<file path="config.mk">
export PLATFORM = sky130hd
export DESIGN_NAME = page_table_memory
export DESIGN_NICKNAME = d
export VERILOG_FILES = /design/src/rtl/page_table_memory.sv
export SDC_FILE = /design/constraint.sdc
export NUM_CORES = 1
export LEC_CHECK = 0
export BUFFER_PORTS_ARGS = -buffer_cell sky130_fd_sc_hd__clkbuf_2
export CORE_ASPECT_RATIO = 1.1
export CORE_MARGIN = 5
export CORE_UTILIZATION = 44
export CTS_CLUSTER_SIZE = 24
export DETAILED_ROUTE_END_ITERATION = 16
export GPL_TIMING_DRIVEN = 0
export PLACE_DENSITY = 0.73
export SLEW_MARGIN = 10
export SYNTH_ARGS = -nofsm -noshare
export SYNTH_HDL_FRONTEND = slang
export SYNTH_SLANG_ARGS = --single-unit
export TNS_END_PERCENT = 20
</file>
<file path="constraint.sdc">
create_clock -name clk -period 1.2 [get_ports clk]
set_input_delay 0.06 -clock clk [delete_from_list [all_inputs] [get_ports clk]]
set_output_delay 0.06 -clock clk [all_outputs]
set_load 0.02 [all_outputs]
</file>
<file path="src/rtl/page_table_memory.sv">
// Read-only page-table backing store: single outstanding word read over
// valid/ready request and response channels, preloaded two-level table image.
//
// state       | meaning
// ------------+----------------------------------------------------------
// IDLE        | ready for a request; address latched on accepting edge
// READ_ACCESS | access delay counting down; data captured on terminal count
// RESPOND     | response valid, data held until the requester accepts it
module page_table_memory #(
  parameter int DEPTH_WORDS    = 1024,
  parameter int ACCESS_LATENCY = 1
) (
  input  logic        clk,
  input  logic        rst,
  input  logic        mem_req_valid_i,
  output logic        mem_req_ready_o,
  input  logic [31:0] mem_addr_i,
  output logic        mem_resp_valid_o,
  input  logic        mem_resp_ready_i,
  output logic [31:0] mem_data_o
);

  typedef enum logic [1:0] {
    IDLE        = 2'b00,
    READ_ACCESS = 2'b01,
    RESPOND     = 2'b10
  } state_t;

  localparam int          CNT_W      = (ACCESS_LATENCY > 1) ? $clog2(ACCESS_LATENCY) : 1;
  localparam logic [CNT_W-1:0] CNT_LOAD = CNT_W'(ACCESS_LATENCY - 1);
  localparam logic [30:0] DEPTH_L    = 31'(DEPTH_WORDS);

  state_t            state_q;
  state_t            state_d;
  logic [29:0]       word_q;
  logic [CNT_W-1:0]  lat_cnt_q;
  logic [31:0]       data_q;

  logic              req_fire;
  logic              resp_fire;
  logic              lat_tc;
  logic              in_range;
  logic [31:0]       rom_data;
  logic              unused_addr_lsbs;

  // Byte-offset bits never select anything in a word-addressed array.
  assign unused_addr_lsbs = ^mem_addr_i[1:0];

  assign req_fire  = (state_q == IDLE) && mem_req_valid_i;
  assign resp_fire = (state_q == RESPOND) && mem_resp_ready_i;
  assign lat_tc    = (lat_cnt_q == '0);
  assign in_range  = ({1'b0, word_q} < DEPTH_L);

  // Fixed page-table image, indexed by word; everything else reads as zero.
  function automatic logic [31:0] rom_word(input logic [29:0] idx);
    logic [31:0] w;
    case (idx)
      30'h100: w = 32'h0000_0801;
      30'h101: w = 32'h1234_0007;
      30'h200: w = 32'h1000_000F;
      30'h201: w = 32'h1100_000F;
      30'h202: w = 32'h1200_0007;
      default: w = 32'h0000_0000;
    endcase
    return w;
  endfunction

  assign rom_data = in_range ? rom_word(word_q) : 32'h0000_0000;

  always_ff @(posedge clk or negedge rst) begin
    if (!rst) begin
      state_q <= IDLE;
    end else begin
      state_q <= state_d;
    end
  end

  always_comb begin
    state_d = state_q;
    case (state_q)
      IDLE: begin
        if (mem_req_valid_i) begin
          state_d = READ_ACCESS;
        end
      end
      READ_ACCESS: begin
        if (lat_tc) begin
          state_d = RESPOND;
        end
      end
      RESPOND: begin
        if (mem_resp_ready_i) begin
          state_d = IDLE;
        end
      end
      default: state_d = IDLE;
    endcase
  end

  always_comb begin
    mem_req_ready_o  = 1'b0;
    mem_resp_valid_o = 1'b0;
    case (state_q)
      IDLE:    mem_req_ready_o  = 1'b1;
      RESPOND: mem_resp_valid_o = 1'b1;
      default: begin
        mem_req_ready_o  = 1'b0;
        mem_resp_valid_o = 1'b0;
      end
    endcase
  end

  always_ff @(posedge clk or negedge rst) begin
    if (!rst) begin
      word_q    <= '0;
      lat_cnt_q <= '0;
      data_q    <= '0;
    end else begin
      if (req_fire) begin
        word_q    <= mem_addr_i[31:2];
        lat_cnt_q <= CNT_LOAD;
      end else if (state_q == READ_ACCESS) begin
        if (lat_tc) begin
          data_q <= rom_data;
        end else begin
          lat_cnt_q <= lat_cnt_q - 1'b1;
        end
      end
    end
  end

  assign mem_data_o = data_q;

  logic unused_resp_fire;
  assign unused_resp_fire = resp_fire;

endmodule

</file>
==> flow_summary.json, run 1 <==
{
  "endpoint": "mem_data_o[2]$_DFFE_PN0P_",
  "cts_made_buffers": 5,
  "grtUsageTotal_pct": 14.3,
  "yosysWarnings": 0,
  "die_h_um": 78.1,
  "cts_tree": "yes",
  "route.detailed.drc": 0,
  "clock-root-buffer": "clkbuf_8",
  "slew_viol_final": 0,
  "numPortBuffers": 46,
  "drive_gt1_share_pct": 53.9,
  "relSlewSlack_pct": 65.0,
  "powerDensity_nw_per_um2": 1990,
  "io_pins": 70,
  "dp.cells": 265,
  "ys_ff_latch": 39,
  "crit_required_ns": 1.42,
  "syn_inst": 147,
  "grt_pass1_vias": 1297,
  "setup_tns_ns": -5.82,
  "nNetsFinal": 277,
  "seq_area_frac_synth_pct": 52.6,
  "die_width_um": 71.9,
  "reg2reg_from": "word_q[2]$_DFFE_PN0P_",
  "finalSetupViolations": 37,
  "rows": 24,
  "drv_cap": 0,
  "antenna_found_initial": 0,
  "leakage_uw": 0.00136,
  "routed_wl_um": 3970,
  "ir_drop_mv": 1.42,
  "cp-startpoint": "word_q[2]$_DFFE_PN0P_",
  "path_class": "reg2reg",
  "overflow": 0,
  "hold-worst-slack_ns": 0.00122,
  "synth_top_family_by_area": "multiplexers",
  "cts_max_path_buffers": 2,
  "area_delta_synth_final_pct": 46.5,
  "preCtsSetupSlack_ns": -0.255,
  "synthTopCellsByArea": "dfrtp_1, mux2_2, buf_4",
  "failed_checks": "setup timing",
  "synthMuxAreaShare_pct": 17.6,
  "period_share_pct": 117,
  "drt_iter0_drc": 34,
  "path_clk_slew_ns": 0.08,
  "yosys.area.top_type": "dfrtp_1",
  "synth_compound_area_share_pct": 4.18,
  "clkLatencyLatePin_ns": 0.29,
  "synth_area_um2": 1860,
  "synth_cell_types": 28,
  "cts.htree.levels": 2,
  "grt_pass1_wl_um": 6250,
  "ff2ff_path_depth": 5,
  "viasPerCell": 4.52,
  "slowest_stage": "dfrtp_1",
  "worstSetupStartpointType": "flip-flop",
  "synth_area_per_cell_um2": 12.6,
  "hold_violations": 0,
  "min_path_type": "in2reg",
  "synth_adder_area_share_pct": 0,
  "fin_crit_ns": 1.41,
  "outcome": "finished with violations",
  "layout_commonest_cell": "clkbuf_2",
  "rr_endpoint": "mem_data_o[2]$_DFFE_PN0P_",
  "arrival_ns": 1.63,
  "die-area_um2": 5620,
  "globalplace.congestion": 0.748,
  "cpPeakStageDelay_ns": 0.42,
  "mostFrequentLayoutCells": "clkbuf_2, dfrtp_1, buf_4",
  "wl_per_cell_um": 13.5,
  "regToRegSetupSlack_ns": -0.21,
  "vias": 1325,
  "rsz0062_at_grt": "true",
  "synth_top_area_share_pct": 52.6,
  "path_cells": "nor4_4 -> buf_4 -> nand4b_1 -> o22ai_1 -> a22o_1",
  "initial_core_util_pct": 46.1,
  "synthSimpleGateAreaFrac_pct": 12.0,
  "setup_slack_ns": -0.208,
  "endpoint_kind": "flip-flop",
  "antenna-diode-count": 0,
  "firstDrtPassIters": 4,
  "dpl.hpwl_um": 2690,
  "clock-sinks": 39,
  "stdcell_count": 293,
  "timing.fmax_ghz": 0.710,
  "detail-route-antenna-nets": 0,
  "synthXorXnorAreaFrac_pct": 0.472,
  "core_area_um2": 4020,
  "clock_skew_ns": 0.00997,
  "crit_fanout": 4,
  "worst_pin_slew_ns": 0.526,
  "grt_max_degree": 40
}
synth_stat cells (all sizes together):
cell type / n
xor2: 1
nand4: 1
o21ai: 6
nand2b: 2
clkbuf: 1
buf: 29
o22ai: 1
inv: 2
nor3: 1
a22o: 3
nor4: 5
nand4b: 2
nor2: 3
o31ai: 2
nand3: 2
and2: 1
nor4b: 3
conb: 1
and3: 1
and4: 2
dfrtp: 39
nand2: 10
mux2: 29
metal layers:
layer / vias up / wire (µm) / global-route usage [%]
met3: 7 / 254 / 3.45
met2: 37 / 1970 / 24.0
met5: - / 0 / 0
li1: 659 / - / -
met4: 0 / 51 / 5.64
met1: 622 / 1690 / 17.5
how the worst min path moves through the flow:
stage	startpoint	end	slack, ns	cells after the start
final	mem_addr_i[4]	word_q[2]$_DFFE_PN0P_	0.001	2
after global routing	mem_addr_i[4]	word_q[2]$_DFFE_PN0P_	0.000009	2
after CTS	mem_addr_i[16]	word_q[14]$_DFFE_PN0P_	0.00005	2
after global placement	rst	word_q[26]$_DFFE_PN0P_	0.24	1
after floorplan	rst	mem_data_o[0]$_DFFE_PN0P_	-0.24	0
after detailed placement	rst	word_q[28]$_DFFE_PN0P_	0.25	1
critical path, delay by kind of cell (launching register included):
kind,cells,cell delay (ns)
simple gates,2,0.45
flops,1,0.42
compound gates,2,0.32
buf+inv,1,0.16
state kept, by name, summed over array words and instances, names as in the netlist:
register    cells
word_q         30
state_q         2
mem_data_o      7
repair_timing:
item / in CTS / in global routing
gates cloned: 0 / 2
hold endpoints to repair: 51 / 2
pin swaps: 6 / 5
hold buffers: 13 / 2
setup buffers: 2 / 3
setup endpoints to repair: 36 / 77
gates resized for setup: 19 / 28
logic make-up after synthesis:
| logic type | Yosys count |
|---|---|
| AO/OA/AOI/OAI | 12 |
| flip-flops | 39 |
| AND/OR/NAND/NOR | 33 |
| buffers and inverters | 32 |
| XOR/XNOR | 1 |
| other | 1 |
| multiplexers | 29 |
power by group:
part | switching (µW) | internal (µW)
clock | 422 | 450
sequential | 577 | 1870
combinational | 725 | 1370
per-stage QoR:
step / utilization, % / area (µm²) / power [µW]
floorplan: - / 1950 / 3430
global placement: 55.8 / 2250 / 3730
detailed placement: 55.8 / 2250 / 3800
CTS: 63.2 / 2540 / 4900
global route: 67.5 / 2720 / 5720
finish: 67.5 / 2720 / 5410
final cells by class:
class / count / area (µm²)
repair buffers: 68 / 477
fillers: 317 / 1310
multi-input cells: 96 / 861
flip-flops and latches: 39 / 977
well taps: 52 / 65.1
clock buffers: 6 / 82.6
clock inverters: 1 / 5.00
inverters: 2 / 7.51
plain buffers: 29 / 243
Power figures use the tool's default switching activity.
==> inputs of run 2 (changes only) <==
- CORE_UTILIZATION: 44 -> 50
- PLACE_DENSITY: 0.73 -> 0.78
- clock period: 1.2 -> 1.63 ns (I/O delays scaled with it)
==> run 2 against run 1 <==
Setup slack improved by 0.35 ns. The flow now finishes without violations. Largest cell class unchanged. Register-to-register slack better by 0.35 ns. Critical endpoint is now mem_data_o[25]$_DFFE_PN0P_. Via count decreased by 4.1%. Total power fell by 37%. Highest routed layer unchanged.
==> flow_summary.json, run 2 (synthesis results as in run 1) <==
{
  "outcome": "completed",
  "regToRegSetupSlack_ns": 0.14,
  "slew_viol_final": 0,
  "route.detailed.drc": 0,
  "worstSetupStartpointType": "flip-flop",
  "grtUsageTotal_pct": 15.0,
  "regArea_um2": 976,
  "crit_fanout": 6,
  "multiInputGateArea_um2": 721,
  "ir_drop_mv": 0.837,
  "overflow": 0,
  "wl_met3_um": 230,
  "crit_required_ns": 1.86,
  "grt_pass1_vias": 1189,
  "die_h_um": 73.9,
  "routed_wl_um": 3400,
  "mostFrequentLayoutCells": "clkbuf_2, dfrtp_1, buf_4",
  "drv_cap": 0,
  "nNetsFinal": 261,
  "grt_max_degree": 40,
  "viasPerCell": 4.61,
  "cts.htree.levels": 2,
  "p_total_uw": 3420,
  "n_fill_cell": 309,
  "area_delta_synth_final_pct": 28.3,
  "grt_pass1_wl_um": 5420,
  "cts_setup_buffers": 0,
  "drt_iter0_drc": 33,
  "setup_slack_ns": 0.140,
  "power_frac_comb_pct": 30.2,
  "wl_per_cell_um": 12.3,
  "place_area_um2": 2220,
  "cts_tree": "yes",
  "detail-route-antenna-nets": 0,
  "initial_core_util_pct": 51.2,
  "preCtsSetupSlack_ns": 0.131,
  "relSlewSlack_pct": 38.2,
  "clock-root-buffer": "clkbuf_8",
  "firstDrtPassIters": 4,
  "arrival_ns": 1.72,
  "largest_reg_flops": 30,
  "drive_gt1_share_pct": 50.0,
  "vias": 1271,
  "hold-worst-slack_ns": 0.0156,
  "fin_crit_ns": 1.49,
  "path_class": "reg2reg",
  "io_pins": 70,
  "rsz0062_at_grt": "false",
  "clock_skew_ns": 0.00681,
  "worst_pin_slew_ns": 0.927,
  "top_layer": "met4",
  "cts_max_path_buffers": 2,
  "min_path_type": "in2reg",
  "wl_met2_um": 1620,
  "numPortBuffers": 46,
  "dpl.hpwl_um": 2630,
  "clock-sinks": 39,
  "cts_made_buffers": 5,
  "max_flop_register": "word_q",
  "antenna_found_initial": 0,
  "timing.fmax_ghz": 0.671,
  "setup_tns_ns": 0,
  "final_cell_area_um2": 2380,
  "leakage_uw": 0.00116,
  "rows": 23,
  "path_clk_slew_ns": 0.07,
  "die-area_um2": 5030,
  "hold_violations": 0,
  "powerDensity_nw_per_um2": 1440,
  "p_int_uw": 2350,
  "antenna-diode-count": 0,
  "p_sw_uw": 1070,
  "globalplace.congestion": 0.815,
  "die_width_um": 68.1,
  "endpoint_kind": "flip-flop",
  "clkLatencyLatePin_ns": 0.29,
  "period_share_pct": 91.4,
  "clock_power_share_pct": 20.3,
  "p_sw_share_pct": 31.3,
  "core_area_um2": 3630,
  "pwr-share-seq_pct": 49.5,
  "drt-met1-wl_um": 1410,
  "layout_commonest_cell": "clkbuf_2",
  "finalSetupViolations": 0
}
run 2: cell count changes in the layout (fill, tap and decap cells not counted), moves of 4 or more:
cell           delta
mux2_1            +4
dlygate4sd3_1    -10
buf_4             -4
o21ai_1           -4
o21ai_0           +4
mux2_4           -26
mux2_2           +22
run 2: routing by layer:
metal,GRT usage [%],vias up
met5,0,-
met4,11.5,0
met3,3.67,14
met2,22.5,52
met1,18.2,577
li1,-,628
run 2: what timing repair did:
action                     4_1_cts  5_1_grt
setup endpoints to repair        0        2
hold endpoints to repair        43        0
hold buffers                     5        0
gates resized for setup          0        1
run 2: layout make-up:
cell class	count	share of cell area [%]
Sequential cell	39	41.0
Multi-Input combinational cell	96	30.3
Timing Repair Buffer	51	11.8
Buffer	30	9.78
Clock buffer	8	4.21
Tap cell	50	2.63
Inverter	2	0.315
run 2: power groups by stage:
stage	registers, µW	logic, µW	clock network [µW]
2_1_floorplan	1630	839	0
3_3_place_gp	1690	994	0
3_5_place_dp	1710	1020	0
4_1_cts	1690	1040	725
5_1_grt	1760	1140	769
6_report	1690	1030	696
run 2: worst paths after layout:
path,from,cells after the start,endpoint
worst max-delay path,word_q[13]$_DFFE_PN0P_,4,mem_data_o[25]$_DFFE_PN0P_
worst min-delay path,mem_addr_i[26],2,word_q[24]$_DFFE_PN0P_
worst max register to register,word_q[13]$_DFFE_PN0P_,4,mem_data_o[25]$_DFFE_PN0P_
worst min register to register,mem_data_o[11]$_DFFE_PN0P_,2,mem_data_o[11]$_DFFE_PN0P_
max in group asynchronous,rst,2,word_q[4]$_DFFE_PN0P_
min in group asynchronous,rst,2,word_q[21]$_DFFE_PN0P_
run 2: worst max-delay path, stage by stage, from the launching register on:
cell      delay [ns]
dfrtp_1         0.40
nor4_4          0.40
nand4b_1        0.25
o21ai_0         0.23
a22o_1          0.16
run 2: through the flow:
stage	instances	util, %
floorplan	167	-
global placement	263	61.3
detailed placement	263	61.3
CTS	276	65.5
global route	276	65.6
finish	276	65.6
==> inputs of run 3 (changes only) <==
- GPL_TIMING_DRIVEN: 0 -> 1
- SKIP_CTS_REPAIR_TIMING: default -> 1
==> run 3 against run 2 <==
Via count fell by 9.0%. Critical path depth unchanged. Total power down 5.9%. Critical path type unchanged. Count of clock-buffer cells in the layout decreased by 2. Setup slack worse by 0.0061 ns. Final area down 11%. Register-to-register slack about the same. Largest power group unchanged.
==> flow_summary.json, run 3 (synthesis results as in run 1) <==
{
  "die-area_um2": 5030,
  "layout_commonest_cell": "clkbuf_2",
  "setup_tns_ns": 0,
  "nNetsFinal": 231,
  "mostFrequentLayoutCells": "clkbuf_2, dfrtp_1, mux2_2",
  "rows": 23,
  "globalplace.congestion": 0.789,
  "timing.fmax_ghz": 0.668,
  "path_class": "reg2reg",
  "initial_core_util_pct": 51.2,
  "ir_drop_mv": 0.888,
  "clock_power_share_pct": 17.9,
  "arrival_ns": 1.72,
  "drive_gt1_share_pct": 43.3,
  "rsz0062_at_grt": "false",
  "overflow": 0,
  "leakage_uw": 0.000994,
  "route.detailed.drc": 0,
  "finalSetupViolations": 0,
  "setup_slack_ns": 0.134,
  "detail-route-antenna-nets": 0,
  "largest_reg_flops": 30,
  "antenna_found_initial": 0,
  "routed_wl_um": 3110,
  "die_width_um": 68.1,
  "vias": 1157,
  "cts_made_buffers": 5,
  "cts_tree": "yes",
  "clock_skew_ns": 0.00555,
  "drv_cap": 0,
  "grt_pass1_vias": 1138,
  "die_h_um": 73.9,
  "hold_violations": 0,
  "hold-worst-slack_ns": 0.00695,
  "clock-root-buffer": "clkbuf_8",
  "pwr-share-seq_pct": 52.6,
  "outcome": "completed",
  "period_share_pct": 91.8,
  "viasPerCell": 4.74,
  "worstSetupStartpointType": "flip-flop",
  "area_delta_synth_final_pct": 14.2,
  "preCtsSetupSlack_ns": 0.139,
  "cts_max_path_buffers": 2,
  "stdcell_count": 244,
  "wl_met2_um": 1580,
  "antenna-diode-count": 0,
  "powerDensity_nw_per_um2": 1520,
  "crit_fanout": 6,
  "endpoint_kind": "flip-flop",
  "clkLatencyLatePin_ns": 0.28,
  "grt_pass1_wl_um": 4930,
  "fin_util_pct": 58.4,
  "dp.cells": 236,
  "firstDrtPassIters": 4,
  "crit_required_ns": 1.86,
  "fin_crit_ns": 1.50,
  "drt-met1-wl_um": 1240,
  "p_sw_share_pct": 32.0,
  "drt_iter0_drc": 38,
  "min_path_type": "in2reg",
  "grt_max_degree": 40,
  "wl_per_cell_um": 12.8,
  "top_layer": "met4",
  "power_frac_comb_pct": 29.5,
  "p_sw_uw": 1030,
  "cts.htree.levels": 2,
  "p_int_uw": 2190,
  "wl_met3_um": 250,
  "numPortBuffers": 46,
  "path_clk_slew_ns": 0.07,
  "slew_viol_final": 0,
  "max_flop_register": "word_q",
  "regToRegSetupSlack_ns": 0.13,
  "dpl.hpwl_um": 2450,
  "core_area_um2": 3630,
  "grtUsageTotal_pct": 13.5,
  "io_pins": 70,
  "clock-sinks": 39
}
-- run 3: worst paths after layout --
kind,from,to,cells after the start
min,mem_addr_i[9],word_q[7]$_DFFE_PN0P_,2
max,word_q[13]$_DFFE_PN0P_,mem_data_o[2]$_DFFE_PN0P_,4
max reg2reg,word_q[13]$_DFFE_PN0P_,mem_data_o[2]$_DFFE_PN0P_,4
max in group asynchronous,rst,word_q[4]$_DFFE_PN0P_,3
min in group asynchronous,rst,word_q[25]$_DFFE_PN0P_,3
min reg2reg,word_q[23]$_DFFE_PN0P_,word_q[23]$_DFFE_PN0P_,1
-- run 3: power groups by stage --
stage	Combinational, µW	Clock [µW]	Sequential [µW]
6_report	951	577	1690
5_1_grt	1050	628	1750
4_1_cts	962	595	1690
3_5_place_dp	961	0	1710
3_3_place_gp	922	0	1690
2_1_floorplan	839	0	1630
-- run 3: critical path: stages (launching register included) --
cell	delay, ns
dfrtp_1	0.41
nor4_4	0.40
nand4b_1	0.26
o22ai_1	0.23
a22o_1	0.15
-- run 3: through the flow --
step           instance area (µm²)  total power, µW
2_1_floorplan                 1930             2470
3_3_place_gp                  2030             2610
6_report                      2120             3220
3_5_place_dp                  2030             2670
4_1_cts                       2100             3250
5_1_grt                       2120             3420
-- run 3: layer usage --
| layer | up-vias | global-route usage [%] |
|---|---|---|
| met5 | - | 0 |
| met4 | 0 | 5.96 |
| met3 | 4 | 5.35 |
| met2 | 39 | 21.4 |
| met1 | 549 | 16.1 |
| li1 | 565 | - |
-- run 3: area by class of cell --
| type | instances | area (µm²) |
|---|---|---|
| inverters | 2 | 7.51 |
| fillers | 324 | 1510 |
| flip-flops and latches | 39 | 976 |
| repair buffers | 51 | 285 |
| multi-input cells | 96 | 714 |
| clock buffers | 6 | 72.6 |
| well taps | 50 | 62.6 |
